File: config.mk
export PLATFORM = sky130hd
export DESIGN_NAME = gerenciador_de_ataque_n
export DESIGN_NICKNAME = d
export VERILOG_FILES = /design/src/rtl/gerenciador_de_ataque_n.sv
export SDC_FILE = /design/constraint.sdc
export NUM_CORES = 1
export LEC_CHECK = 0
export ABC_CLOCK_PERIOD_IN_PS = 8000
export CAP_MARGIN = 15
export CELL_PAD_IN_SITES_DETAIL_PLACEMENT = 0
export CELL_PAD_IN_SITES_GLOBAL_PLACEMENT = 1
export CORE_ASPECT_RATIO = 1.25
export CORE_MARGIN = 3
export CORE_UTILIZATION = 50
export CTS_CLUSTER_SIZE = 28
export DETAILED_ROUTE_END_ITERATION = 7
export DONT_BUFFER_PORTS = 1
export HOLD_SLACK_MARGIN = 0.12
export PLACE_DENSITY_LB_ADDON = 0.1
export SYNTH_ARGS = -nofsm -noshare
export SYNTH_HDL_FRONTEND = slang
export SYNTH_SLANG_ARGS = --single-unit
File: constraint.sdc
create_clock -name clock -period 8 [get_ports clock]
set_input_delay 0.8 -clock clock [delete_from_list [all_inputs] [get_ports clock]]
set_output_delay 0.8 -clock clock [all_outputs]
set_load 0.01 [all_outputs]
File: src/rtl/gerenciador_de_ataque_n.sv
// gerenciador_de_ataque_n
// Shot manager for a battleship-style board. Each rising edge of the fire
// button, taken while a game is in progress, is classified as out of range,
// repeat, hit or miss. The hit/fired maps, the LED that reports the result
// and the remaining lives update on the clock edge that samples the shot.
// The following edge decides between win, loss or continuing to play.
//
// Ports
//   clock        system clock
//   reset        synchronous, active-high reset
//   enable       game active; low clears the game back to IDLE
//   confirmar    fire button (level); a shot is taken on its rising edge
//   coordColuna  target column
//   coordLinha   target row
//   mapa         ship map, bit index = coluna*ROWS + linha
//   matriz       cells that were hit (same indexing)
//   tiros        cells already fired on (same indexing)
//   LED_R        last shot missed
//   LED_G        last shot hit
//   LED_B        last shot repeated or out of range
//   vida         remaining lives
//   vitoria      all ship cells hit
//   derrota      lives exhausted
//
// state   | meaning
// IDLE    | game cleared, waiting for enable
// JOGANDO | waiting for a shot
// CHECA   | shot just applied, deciding win / loss / continue
// VITORIA | won, held until enable drops or reset
// DERROTA | lost, held until enable drops or reset

module gerenciador_de_ataque_n #(
   parameter int COLS  = 5,
   parameter int ROWS  = 7,
   parameter int VIDAS = 3,
   localparam int VW   = $clog2(VIDAS + 1),
   localparam int N    = COLS * ROWS
) (
   input  logic          clock,
   input  logic          reset,
   input  logic          enable,
   input  logic          confirmar,
   input  logic [2:0]    coordColuna,
   input  logic [2:0]    coordLinha,
   input  logic [N-1:0]  mapa,
   output logic [N-1:0]  matriz,
   output logic [N-1:0]  tiros,
   output logic          LED_R,
   output logic          LED_G,
   output logic          LED_B,
   output logic [VW-1:0] vida,
   output logic          vitoria,
   output logic          derrota
);

   typedef enum logic [2:0] {
      IDLE    = 3'd0,
      JOGANDO = 3'd1,
      CHECA   = 3'd2,
      VITORIA = 3'd3,
      DERROTA = 3'd4
   } estado_t;

   estado_t       r_estado;
   logic          r_conf_q;
   logic [N-1:0]  r_matriz;
   logic [N-1:0]  r_tiros;
   logic          r_led_r;
   logic          r_led_g;
   logic          r_led_b;
   logic [VW-1:0] r_vida;
   logic          r_vitoria;
   logic          r_derrota;

   logic          w_evento;
   logic          w_in_range;
   logic [31:0]   w_idx;
   logic [N-1:0]  w_sel;
   logic          w_repetido;
   logic          w_acerto;
   logic          w_ganhou;

   assign w_evento   = confirmar & ~r_conf_q;
   assign w_in_range = ({29'd0, coordColuna} < 32'(COLS)) &&
                       ({29'd0, coordLinha}  < 32'(ROWS));
   assign w_idx      = {29'd0, coordColuna} * 32'(ROWS) + {29'd0, coordLinha};
   // One-hot cell select; only meaningful when w_in_range is set.
   assign w_sel      = N'(1) << w_idx;
   assign w_repetido = |(r_tiros & w_sel);
   assign w_acerto   = |(mapa & w_sel);
   // An empty map can never be won.
   assign w_ganhou   = ((r_matriz & mapa) == mapa) && (mapa != '0);

   always_ff @(posedge clock) begin
      if (reset) begin
         r_estado  <= IDLE;
         r_conf_q  <= 1'b0;
         r_matriz  <= '0;
         r_tiros   <= '0;
         r_led_r   <= 1'b0;
         r_led_g   <= 1'b0;
         r_led_b   <= 1'b0;
         r_vida    <= VW'(VIDAS);
         r_vitoria <= 1'b0;
         r_derrota <= 1'b0;
      end else begin
         r_conf_q <= confirmar;
         if (!enable) begin
            r_estado  <= IDLE;
            r_matriz  <= '0;
            r_tiros   <= '0;
            r_led_r   <= 1'b0;
            r_led_g   <= 1'b0;
            r_led_b   <= 1'b0;
            r_vida    <= VW'(VIDAS);
            r_vitoria <= 1'b0;
            r_derrota <= 1'b0;
         end else begin
            case (r_estado)
               IDLE: r_estado <= JOGANDO;
               JOGANDO: begin
                  if (w_evento) begin
                     r_estado <= CHECA;
                     if (!w_in_range || w_repetido) begin
                        r_led_r <= 1'b0;
                        r_led_g <= 1'b0;
                        r_led_b <= 1'b1;
                     end else if (w_acerto) begin
                        r_tiros  <= r_tiros | w_sel;
                        r_matriz <= r_matriz | w_sel;
                        r_led_r  <= 1'b0;
                        r_led_g  <= 1'b1;
                        r_led_b  <= 1'b0;
                     end else begin
                        r_tiros <= r_tiros | w_sel;
                        r_led_r <= 1'b1;
                        r_led_g <= 1'b0;
                        r_led_b <= 1'b0;
                        if (r_vida != '0)
                           r_vida <= r_vida - VW'(1);
                     end
                  end
               end
               CHECA: begin
                  if (w_ganhou) begin
                     r_estado  <= VITORIA;
                     r_vitoria <= 1'b1;
                  end else if (r_vida == '0) begin
                     r_estado  <= DERROTA;
                     r_derrota <= 1'b1;
                  end else begin
                     r_estado <= JOGANDO;
                  end
               end
               VITORIA: r_estado <= VITORIA;
               DERROTA: r_estado <= DERROTA;
               default: r_estado <= IDLE;
            endcase
         end
      end
   end

   assign matriz  = r_matriz;
   assign tiros   = r_tiros;
   assign LED_R   = r_led_r;
   assign LED_G   = r_led_g;
   assign LED_B   = r_led_b;
   assign vida    = r_vida;
   assign vitoria = r_vitoria;
   assign derrota = r_derrota;

endmodule
==> qor.csv, run 1 <==
stage,metric,value,unit
status,status,completed,
pwr,switching part of the total,0.307,
setup_path,CP startpoint kind,input pin,
sta,worst-margin pin slew,1110,ps
pwr,Comb power frac,0.226,
sta,worst rel slew slack,0.262,
hold_path,Hold Crit Depth,1,
finish,Area Overhead vs Synth,6.51,%
yosys,Simple-Gate Fraction of Synth Area,0.205,
yosys,Synth cell types,63,
yosys,"Avg Cell Area, Syn",8.88,sq um
setup_path,worst-path fanout max,35,
sta,Final min period,4950,ps
clocking,"Reg clk slew, reported paths",80,ps
sta,post-route clock period utilization,0.619,
clocking,CTS sink cnt,81,
yosys,most frequent cells after synthesis,"81 x dfxtp_1, 53 x nand2_1, 35 x a22o_1, 34 x o31ai_1, 27 x inv_1",
clocking,CTS tree,yes,
detailed_routing,vias per cell,6.77,
pwr,internal power,0.000718,W
finish,# nets final,535,
hold_path,Hold Path Class,input pin to flip-flop,
setup_path,crit-path leading delay family,compound AO/OA/AOI/OAI gates,
floorplanning,die height,110,um
sta,Peak Freq,0.202,GHz
detailed_routing,Antenna Nets Post-Route,0,
yosys,adder-cell area share of the yosys netlist,0.0532,
floorplanning,Die Area,0.00981,sq mm
hold_path,Hold EP,r_conf_q,
yosys,post-synthesis mux area share,0.0417,
pwr,Cell Pwr Density,225,mW/mm^2
finish,layout cells sized above 1,0.0814,
yosys,Post-Synth XOR/XNOR Area,0.00781,
global_route,largest net degree at the start of global routing,78,
pwr,Pleak,1.68,nW
setup_path,"slowest stage cell, crit path",a21o_1,
setup_path,reg2reg path depth,8,
pwr,P_sw,0.000318,W
detailed_routing,WL per Instance,23.8,um
detailed_routing,Residual DRC,0,
setup_path,RR Startpoint,tiros[26],
detailed_routing,DR vias,3899,
yosys,post-synthesis sequential element count,81,
floorplanning,I/O pins,122,
clocking,clk_lat worst skew,370,ps
place,IO Port Bufs,0,
sta,setup TNS,0,ps
setup_path,Crit path buffers/inverters,1,
sta,RSZ-0062 raised after global routing,no,
clocking,Post CTS Setup Buffer Count,0,
setup_path,Critical Path Sink Type,flip-flop,
yosys,syn nets,548,
clocking,cts hold-fix bufs,0,
hold_path,hold_sp,reset,
yosys,Synth area leaders,"dfxtp_1 37%, a22o_1 7.1%, o31ai_1 5.9%",
sta,Finish-stage setup viols,0,
sta,Final Max Slew Viols,0,
setup_path,Crit path largest cell delay,560,ps
yosys,Yosys top cell area share,0.375,
clocking,Num CTS Buffers,9,
yosys,Synth Flop Type,dfxtp_1,
yosys,Async SR Flop Fraction,0,
yosys,"EDFF count, synth",0,
setup_path,Critical Path AT,5220,ps
yosys,Post-Syn Instances,487,
global_route,initial antenna violation count,0,
yosys,post-synthesis sequential area ratio,0.375,
job,max_cap viols,0,
pwr,"IR drop worst, VDD",0.000184,V
global_route,vias in the first global route,3771,
global_route,GR Util All Layers,0.284,
setup_path,"Req. time, crit path",8270,ps
yosys,top-count cell post-synth,dfxtp_1,
setup_path,R2R setup slack,5040,ps
place,DP Wirelength,10.1,mm
floorplanning,row count,37,
detailed_routing,drt total wl,13.7,mm
floorplanning,Die Width,89.2,um
finish,fillers,816,
setup_path,Reg-to-Reg End,matriz[12],
detailed_routing,detailed-routing iteration count for the pre-antenna-repair pass,5,
clocking,CTS root buf,clkbuf_8,
pwr,sequential share of power,0.391,
yosys,largest family of logic cells by synthesized area,compound AO/OA/AOI/OAI gates,
detailed_routing,DR iter-0 viols,315,
setup_path,cell breakdown of the critical path,fa_1 > fa_1 > fa_1 > buf_4 > mux2_2 > a32o_1 > a221oi_2 > o2111ai_1 > a221oi_4 > nand2_2 > a21o_1 > o31ai_1,
clocking,H-tree levels,3,
pwr,total power,0.00104,W
clocking,Longest Clk Path Bufs,2,
yosys,Synth area leader,dfxtp_1,
pwr,clock network fraction of design power,0.383,
global_route,first-pass GRT wire length,20.8,mm
floorplanning,Core Region,0.00833,sq mm
yosys,Synth Area in Compound Gates,0.257,
global_route,GR Overflow Total,0,
finish,number of diodes,0,
sta,Final Hold Viols,0,
floorplanning,initial core utilization,0.519,
setup_path,Most Frequent Cell on Critical Path,fa_1,
clocking,post-cts gate resize count,0,
setup_path,Setup CP Type,input pin to flip-flop,
sta,clk_skew,8.91,ps
yosys,synthesized cell area,0.00433,sq mm
place,Placer Congestion,0.960,
yosys,YS warnings,0,
-- final cells by class --
type,count,area (sq um),share of cell area
Sequential cell,81,1620,0.352
Clock buffer,9,124,0.0269
Tap cell,97,121,0.0263
Multi-Input combinational cell,348,2450,0.531
Clock inverter,7,143,0.0310
Timing Repair Buffer,6,45.0,0.00978
Inverter,28,105,0.0228
-- per-stage QoR --
step	instances	utilization	hold slack (ps)	setup slack [ps]	instance area [sq um]
after CTS	576	0.553	485	3060	4610
after detailed placement	560	0.521	507	2660	4340
final	576	0.553	499	3050	4610
after global placement	560	0.521	494	2780	4340
after global routing	576	0.553	484	2750	4610
after floorplan	487	-	463	3460	4330
-- placed cells by master (no fill, tap or decap), types with 3 or more instances in the layout --
cell type / n
nand3_1: 16
a211oi_1: 3
o211ai_1: 3
nand3b_1: 3
mux2i_1: 9
fa_1: 4
o31ai_1: 34
a2111oi_0: 5
o2bb2ai_1: 4
a21oi_1: 20
clkbuf_8: 9
nand4_1: 7
nor2b_1: 22
nor3_1: 7
inv_1: 27
mux2_2: 6
a311oi_1: 3
o22ai_1: 5
and3_1: 6
dfxtp_1: 81
a22o_1: 35
ha_1: 12
nor4_1: 12
a21o_1: 4
nand2b_1: 5
o21ai_0: 9
buf_4: 6
nor2_1: 22
nand2_1: 53
bufinv_16: 4
-- sequential cells by signal, indices dropped and copies added (netlist names) --
| register | flops |
|---|---|
| LED_B | 1 |
| LED_G | 1 |
| LED_R | 1 |
| derrota | 1 |
| matriz | 35 |
| r_conf_q | 1 |
| r_estado | 3 |
| tiros | 35 |
| vida | 2 |
| vitoria | 1 |
-- cell families (layout without fill, tap and decap cells) --
family / Yosys count / after routing
and+or+nand+nor: 170 / 170
AOI/OAI and AO/OA: 143 / 143
DFF: 81 / 81
buffers and inverters: 58 / 50
adders and majority gates: 16 / 16
muxes: 16 / 16
xor gates and xnor gates: 3 / 3
-- power groups by stage --
stage | clock network [W] | logic [W] | registers, W
6_report | 0.000397 | 0.000234 | 0.000405
3_5_place_dp | 0 | 0.000229 | 0.000415
3_3_place_gp | 0 | 0.000228 | 0.000415
5_1_grt | 0.000417 | 0.000256 | 0.000406
4_1_cts | 0.000401 | 0.000230 | 0.000405
2_1_floorplan | 0 | 0.000179 | 0.000415
-- worst max-delay path by stage --
stage | startpoint | end | slack (ps) | cells after the start
finish | coordColuna[0] | matriz[12] | 3050 | 12
global route | coordColuna[0] | matriz[32] | 2750 | 12
CTS | coordColuna[0] | matriz[18] | 3060 | 12
detailed placement | coordColuna[0] | matriz[18] | 2660 | 12
global placement | coordColuna[0] | matriz[32] | 2780 | 12
floorplan | coordColuna[0] | matriz[12] | 3460 | 13
-- metal layers --
metal  GRT usage  share of wire
met1       0.360           0.41
met2       0.446           0.46
met3      0.0781          0.094
met4       0.134          0.034
met5           0              0
(Power assumes the default switching activity.)
==> inputs of run 2 (changes only) <==
ABC_CLOCK_PERIOD_IN_PS = 4260   (was 8000)
CORE_UTILIZATION = 42   (was 50)
clock period = 4.26 ns   (was 8 ns; I/O delays follow)
==> qor.csv, run 2 (synthesis results as in run 1) <==
stage,metric,value,unit,change
status,status,completed,,
global_route,GR Util All Layers,0.255,,-0.0296
sta,Finish-stage setup viols,0,,unchanged
sta,Final WS setup,339,ps,-2710 ps
finish,Non-Filler Instances,622,,+8.0%
detailed_routing,Residual DRC,0,,unchanged
hold_path,hold_sp,reset,,
place,DP Wirelength,11.4,mm,+14%
global_route,initial antenna violation count,0,,unchanged
clocking,cts hold-fix bufs,0,,unchanged
setup_path,crit path launch,coordColuna[0],,
detailed_routing,highest routed layer,met4,,
sta,Peak Freq,0.255,GHz,
setup_path,"Req. time, crit path",4500,ps,-3770 ps
detailed_routing,Antenna Nets Post-Route,0,,unchanged
setup_path,CP startpoint kind,input pin,,
global_route,first-pass GRT wire length,22.9,mm,+9.9%
setup_path,"slowest stage cell, crit path",fa_1,,
setup_path,critical path endpoint,matriz[1],,
setup_path,Crit path buffers/inverters,1,,unchanged
clocking,CTS root buf,clkbuf_16,,
sta,Final Hold Viols,0,,unchanged
clocking,Num CTS Buffers,9,,unchanged
clocking,CTS sink cnt,81,,unchanged
finish,# nets final,552,,+3.2%
setup_path,cell breakdown of the critical path,fa_1 > fa_1 > fa_1 > mux2_2 > a32o_1 > a221oi_2 > o2111ai_1 > a221oi_4 > nand2_2 > a21o_1 > buf_12 > o31ai_1,,
setup_path,worst-path fanout max,35,,unchanged
detailed_routing,Met2 Wirelength,7.12,mm,+13%
finish,"commonest non-fill, non-tap cells in the layout","81 x dfxtp_1, 53 x nand2_1, 35 x a22o_1",,
floorplanning,I/O pins,122,,unchanged
setup_path,Setup CP Type,input pin to flip-flop,,
floorplanning,die height,119,um,+8.6%
sta,setup TNS,0,ps,unchanged
finish,Area Overhead vs Synth,12.1,%,
global_route,GR Overflow Total,0,,unchanged
finish,final core occ,0.494,,-0.0587
clocking,Post CTS Setup Buffer Count,0,,unchanged
detailed_routing,vias per cell,6.27,,-7.4%
finish,layout cells sized above 1,0.113,,+0.0315
floorplanning,Die Area,0.0116,sq mm,+18%
clocking,CTS tree,yes,,
sta,worst rel slew slack,0.539,,+0.277
place,IO Port Bufs,0,,unchanged
detailed_routing,detailed-routing iteration count for the pre-antenna-repair pass,4,,-1
floorplanning,row count,40,,+8.1%
finish,"most common cell after layout, fill and taps aside",dfxtp_1,,
clocking,H-tree levels,3,,unchanged
setup_path,Worst path depth,12,,unchanged
detailed_routing,DR vias,3899,,unchanged
job,max_cap viols,0,,unchanged
setup_path,Reg-to-Reg End,matriz[1],,
sta,post-route clock period utilization,0.920,,
pwr,"IR drop worst, VDD",0.000195,V,+6.0%
setup_path,reg2reg path depth,9,,+1
place,Placer Congestion,0.921,,-4.1%
sta,clk_skew,6.87,ps,-2.04 ps
finish,number of diodes,0,,unchanged
floorplanning,initial core utilization,0.441,,-0.0781
clocking,post-cts gate resize count,0,,unchanged
setup_path,R2R setup slack,1700,ps,-3340 ps
sta,Min Hold Slack,145,ps,-354 ps
sta,worst-margin pin slew,685,ps,-422 ps
setup_path,Most Frequent Cell on Critical Path,fa_1,,
setup_path,crit-path leading delay family,adder cells,,
sta,RSZ-0062 raised after global routing,no,,
detailed_routing,Metal-1 WL,5.89,mm,+4.0%
sta,Final min period,3920,ps,
detailed_routing,drt total wl,14.9,mm,+8.2%
floorplanning,Die Width,96.8,um,+8.5%
place,Cells after DPL,606,,+8.2%
setup_path,Critical Path AT,4170,ps,-1050 ps
pwr,Pleak,1.78,nW,+6.4%
detailed_routing,DR iter-0 viols,202,,-36%
clocking,clk_lat worst skew,340,ps,-30 ps
detailed_routing,WL per Instance,23.9,um,+0.23%
global_route,largest net degree at the start of global routing,57,,-27%
floorplanning,Core Region,0.00981,sq mm,+18%
pwr,Cell Pwr Density,422,mW/mm^2,+88%
clocking,"Reg clk slew, reported paths",60,ps,-20 ps
setup_path,Crit path largest cell delay,580,ps,+20 ps
global_route,vias in the first global route,3828,,+1.5%
hold_path,Hold Crit Depth,1,,unchanged
place,dpl ws,-12.1,ps,-2670 ps
sta,Final Max Slew Viols,0,,unchanged
setup_path,RR Startpoint,tiros[30],,
clocking,Longest Clk Path Bufs,2,,unchanged
setup_path,Critical Path Sink Type,flip-flop,,
detailed_routing,metal3 WL,1.45,mm,+12%
hold_path,Hold Path Class,input pin to flip-flop,,
-- run 2: cell types whose count changed in the layout (fill, tap and decap cells not counted), moves of 2 or more --
cell,before,now
buf_4,6,20
buf_12,0,3
clkbuf_8,9,0
clkbuf_16,0,9
clkinvlp_4,0,2
bufinv_16,4,1
-- run 2: power by group --
group          internal, W  switching [W]
Sequential        0.000760     0.00000254
Combinational     0.000183       0.000316
Clock             0.000459       0.000326
Total              0.00140       0.000645
-- run 2: worst min-delay path by stage --
stage	endpoint	slack, ps
floorplan	r_estado[1]	460
global placement	r_estado[1]	490
detailed placement	r_estado[1]	500
CTS	r_conf_q	130
global route	r_conf_q	130
finish	r_conf_q	150
-- run 2: final cells by class --
class	count	area [sq um]
Sequential cell	81	1620
Tap cell	126	158
Inverter	28	105
Clock inverter	7	80.1
Timing Repair Buffer	23	210
Fill cell	981	4960
Clock buffer	9	225
Multi-Input combinational cell	348	2450
-- run 2: routing by layer --
layer,global-route usage,vias up
li1,-,1835
met1,0.303,1878
met2,0.418,164
met3,0.0914,22
met4,0.0992,0
met5,0,-
-- run 2: through the flow --
step | cell area, sq um | power, W
3_3_place_gp | 4540 | 0.00127
5_1_grt | 4850 | 0.00214
3_5_place_dp | 4540 | 0.00127
4_1_cts | 4850 | 0.00206
6_report | 4850 | 0.00205
2_1_floorplan | 4330 | 0.00112
==> inputs of run 3 (changes only) <==
CORE_MARGIN = not set   (was 3)
==> qor.csv, run 3 (synthesis results as in run 1) <==
stage,metric,value,unit,change
setup_path,reg2reg path depth,9,,unchanged
pwr,Cell Pwr Density,436,mW/mm^2,+3.3%
pwr,clock network fraction of design power,0.407,,+0.024
floorplanning,row count,41,,+2.5%
global_route,vias in the first global route,3849,,+0.55%
pwr,total power,0.00211,W,+3.3%
clocking,CTS sink cnt,81,,unchanged
clocking,cts hold-fix bufs,0,,unchanged
place,Placer Congestion,0.941,,+2.2%
place,DP Area,0.00452,sq mm,-0.41%
pwr,Comb power frac,0.233,,-0.011
setup_path,crit path launch,coordColuna[0],,
finish,# nets final,549,,-0.54%
global_route,initial antenna violation count,0,,unchanged
finish,layout cells sized above 1,0.108,,-0.00540
detailed_routing,Residual DRC,0,,unchanged
finish,"most common cell after layout, fill and taps aside",dfxtp_1,,
clocking,clk_lat worst skew,350,ps,about the same
clocking,Post CTS Setup Buffer Count,0,,unchanged
setup_path,"Req. time, crit path",4450,ps,-50 ps
place,DP Wirelength,11.1,mm,-3.2%
finish,design area,0.00485,sq mm,about the same
detailed_routing,drt total wl,14.7,mm,-0.89%
setup_path,critical path endpoint,vida[1],,
pwr,Pleak,1.78,nW,about the same
clocking,Longest Clk Path Bufs,2,,unchanged
finish,final core occ,0.482,,-0.0117
sta,clk_skew,8.35,ps,+1.48 ps
sta,Final Max Slew Viols,0,,unchanged
clocking,post-cts gate resize count,0,,unchanged
place,IO Port Bufs,0,,unchanged
detailed_routing,vias per cell,6.32,,+0.77%
sta,post-route clock period utilization,0.928,,+0.00737
detailed_routing,DR iter-0 viols,179,,-11%
sta,worst rel slew slack,0.541,,+0.00161
detailed_routing,Antenna Nets Post-Route,0,,unchanged
floorplanning,initial core utilization,0.430,,-0.0108
finish,Area Overhead vs Synth,12.1,%,about the same
status,status,completed,,
global_route,GR Util All Layers,0.276,,+0.0215
floorplanning,die height,115,um,-3.3%
floorplanning,I/O pins,122,,unchanged
sta,setup TNS,0,ps,unchanged
floorplanning,Die Width,92.8,um,-4.1%
detailed_routing,detailed-routing iteration count for the pre-antenna-repair pass,4,,unchanged
detailed_routing,DR vias,3929,,+0.77%
floorplanning,Die Area,0.0107,sq mm,-7.3%
setup_path,worst-path fanout max,5,,-86%
finish,number of diodes,0,,unchanged
pwr,internal power,0.00146,W,+3.9%
finish,"commonest non-fill, non-tap cells in the layout","81 x dfxtp_1, 53 x nand2_1, 35 x a22o_1",,
sta,Final Hold Viols,0,,unchanged
clocking,Num CTS Buffers,9,,unchanged
hold_path,Hold Path Class,input pin to flip-flop,,
setup_path,Reg-to-Reg End,vida[1],,
pwr,"IR drop worst, VDD",0.000214,V,+9.4%
floorplanning,Core Region,0.0101,sq mm,+2.5%
setup_path,Setup CP Type,input pin to flip-flop,,
sta,Final min period,3950,ps,+31.4 ps
sta,RSZ-0062 raised after global routing,no,,
pwr,P_sw,0.000658,W,+2.1%
clocking,H-tree levels,3,,unchanged
setup_path,RR Startpoint,tiros[30],,
setup_path,Critical Path Sink Type,flip-flop,,
clocking,CTS root buf,clkbuf_16,,
global_route,largest net degree at the start of global routing,52,,-8.8%
setup_path,Critical Path AT,4150,ps,-20 ps
sta,Finish-stage setup viols,0,,unchanged
global_route,first-pass GRT wire length,22.1,mm,-3.2%
pwr,sequential share of power,0.360,,-0.012
clocking,CTS tree,yes,,
sta,Peak Freq,0.253,GHz,-0.79%
finish,fillers,1022,,+4.2%
setup_path,R2R setup slack,1680,ps,-20 ps
global_route,GR Overflow Total,0,,unchanged
sta,worst-margin pin slew,671,ps,-13.5 ps
detailed_routing,WL per Instance,23.7,um,-0.89%
pwr,switching part of the total,0.311,,-0.00366
setup_path,CP startpoint kind,input pin,,
job,max_cap viols,0,,unchanged
clocking,"Reg clk slew, reported paths",70,ps,about the same
run 3: changes by cell type in the layout (fill, tap and decap cells not counted):
cell / previous run / this run
inv_6: 1 / 2
clkinvlp_4: 2 / 1
bufinv_16: 1 / 2
clkinv_4: 3 / 2
buf_4: 20 / 17
run 3: power groups by stage:
| stage | Combinational [W] | Sequential [W] | Clock (W) |
|---|---|---|---|
| after CTS | 0.000488 | 0.000762 | 0.000871 |
| after global routing | 0.000531 | 0.000762 | 0.000911 |
| final | 0.000492 | 0.000762 | 0.000860 |
| after global placement | 0.000480 | 0.000779 | 0 |
| after floorplan | 0.000337 | 0.000778 | 0 |
| after detailed placement | 0.000486 | 0.000779 | 0 |
run 3: worst min path at each step:
stage                startpoint          end  slack (ps)  cells past startpoint
floorplan           r_estado[0]  r_estado[1]         460                      2
global placement    r_estado[0]  r_estado[1]         490                      2
detailed placement        LED_R        LED_R         500                      2
CTS                       reset     r_conf_q         130                      1
global route              reset     r_conf_q         130                      1
finish                    reset     r_conf_q         140                      1
run 3: area by class of cell:
type                       instances  area (sq um)  area share
tap                              129           161      0.0333
clock buffer                       9           225      0.0464
inverter                          28           105      0.0217
clock inverter                     7           103      0.0212
timing repair buffer              20           188      0.0387
multi-input combinational        348          2450       0.505
sequential                        81          1620       0.334
run 3: stage by stage:
stage          instances  setup slack, ps  hold WS (ps)
6_report             622              308           141
2_1_floorplan        487             93.4           463
3_5_place_dp         606            -42.8           498
3_3_place_gp         606             64.6           492
4_1_cts              622              314           131
5_1_grt              622              137           129
run 3: critical path, cell delays in order:
cell and delay, ps:
fa_1 530, fa_1 450, fa_1 590, mux2_2 350
a32o_1 220, a221oi_2 260, o2111ai_1 230, a221oi_4 390
buf_4 180, and4_1 260, and3_1 170, o21ai_0 80
run 3: layer usage:
layer  vias to the layer above  routed length [um]  global-route usage  share of wire
met2                       161                7020               0.457           0.48
met5                         -                   0                   0              0
li1                       1827                   -                   -              -
met4                         0                 509               0.128          0.035
met1                      1911                5900               0.324           0.40
met3                        30                1290              0.0919          0.088
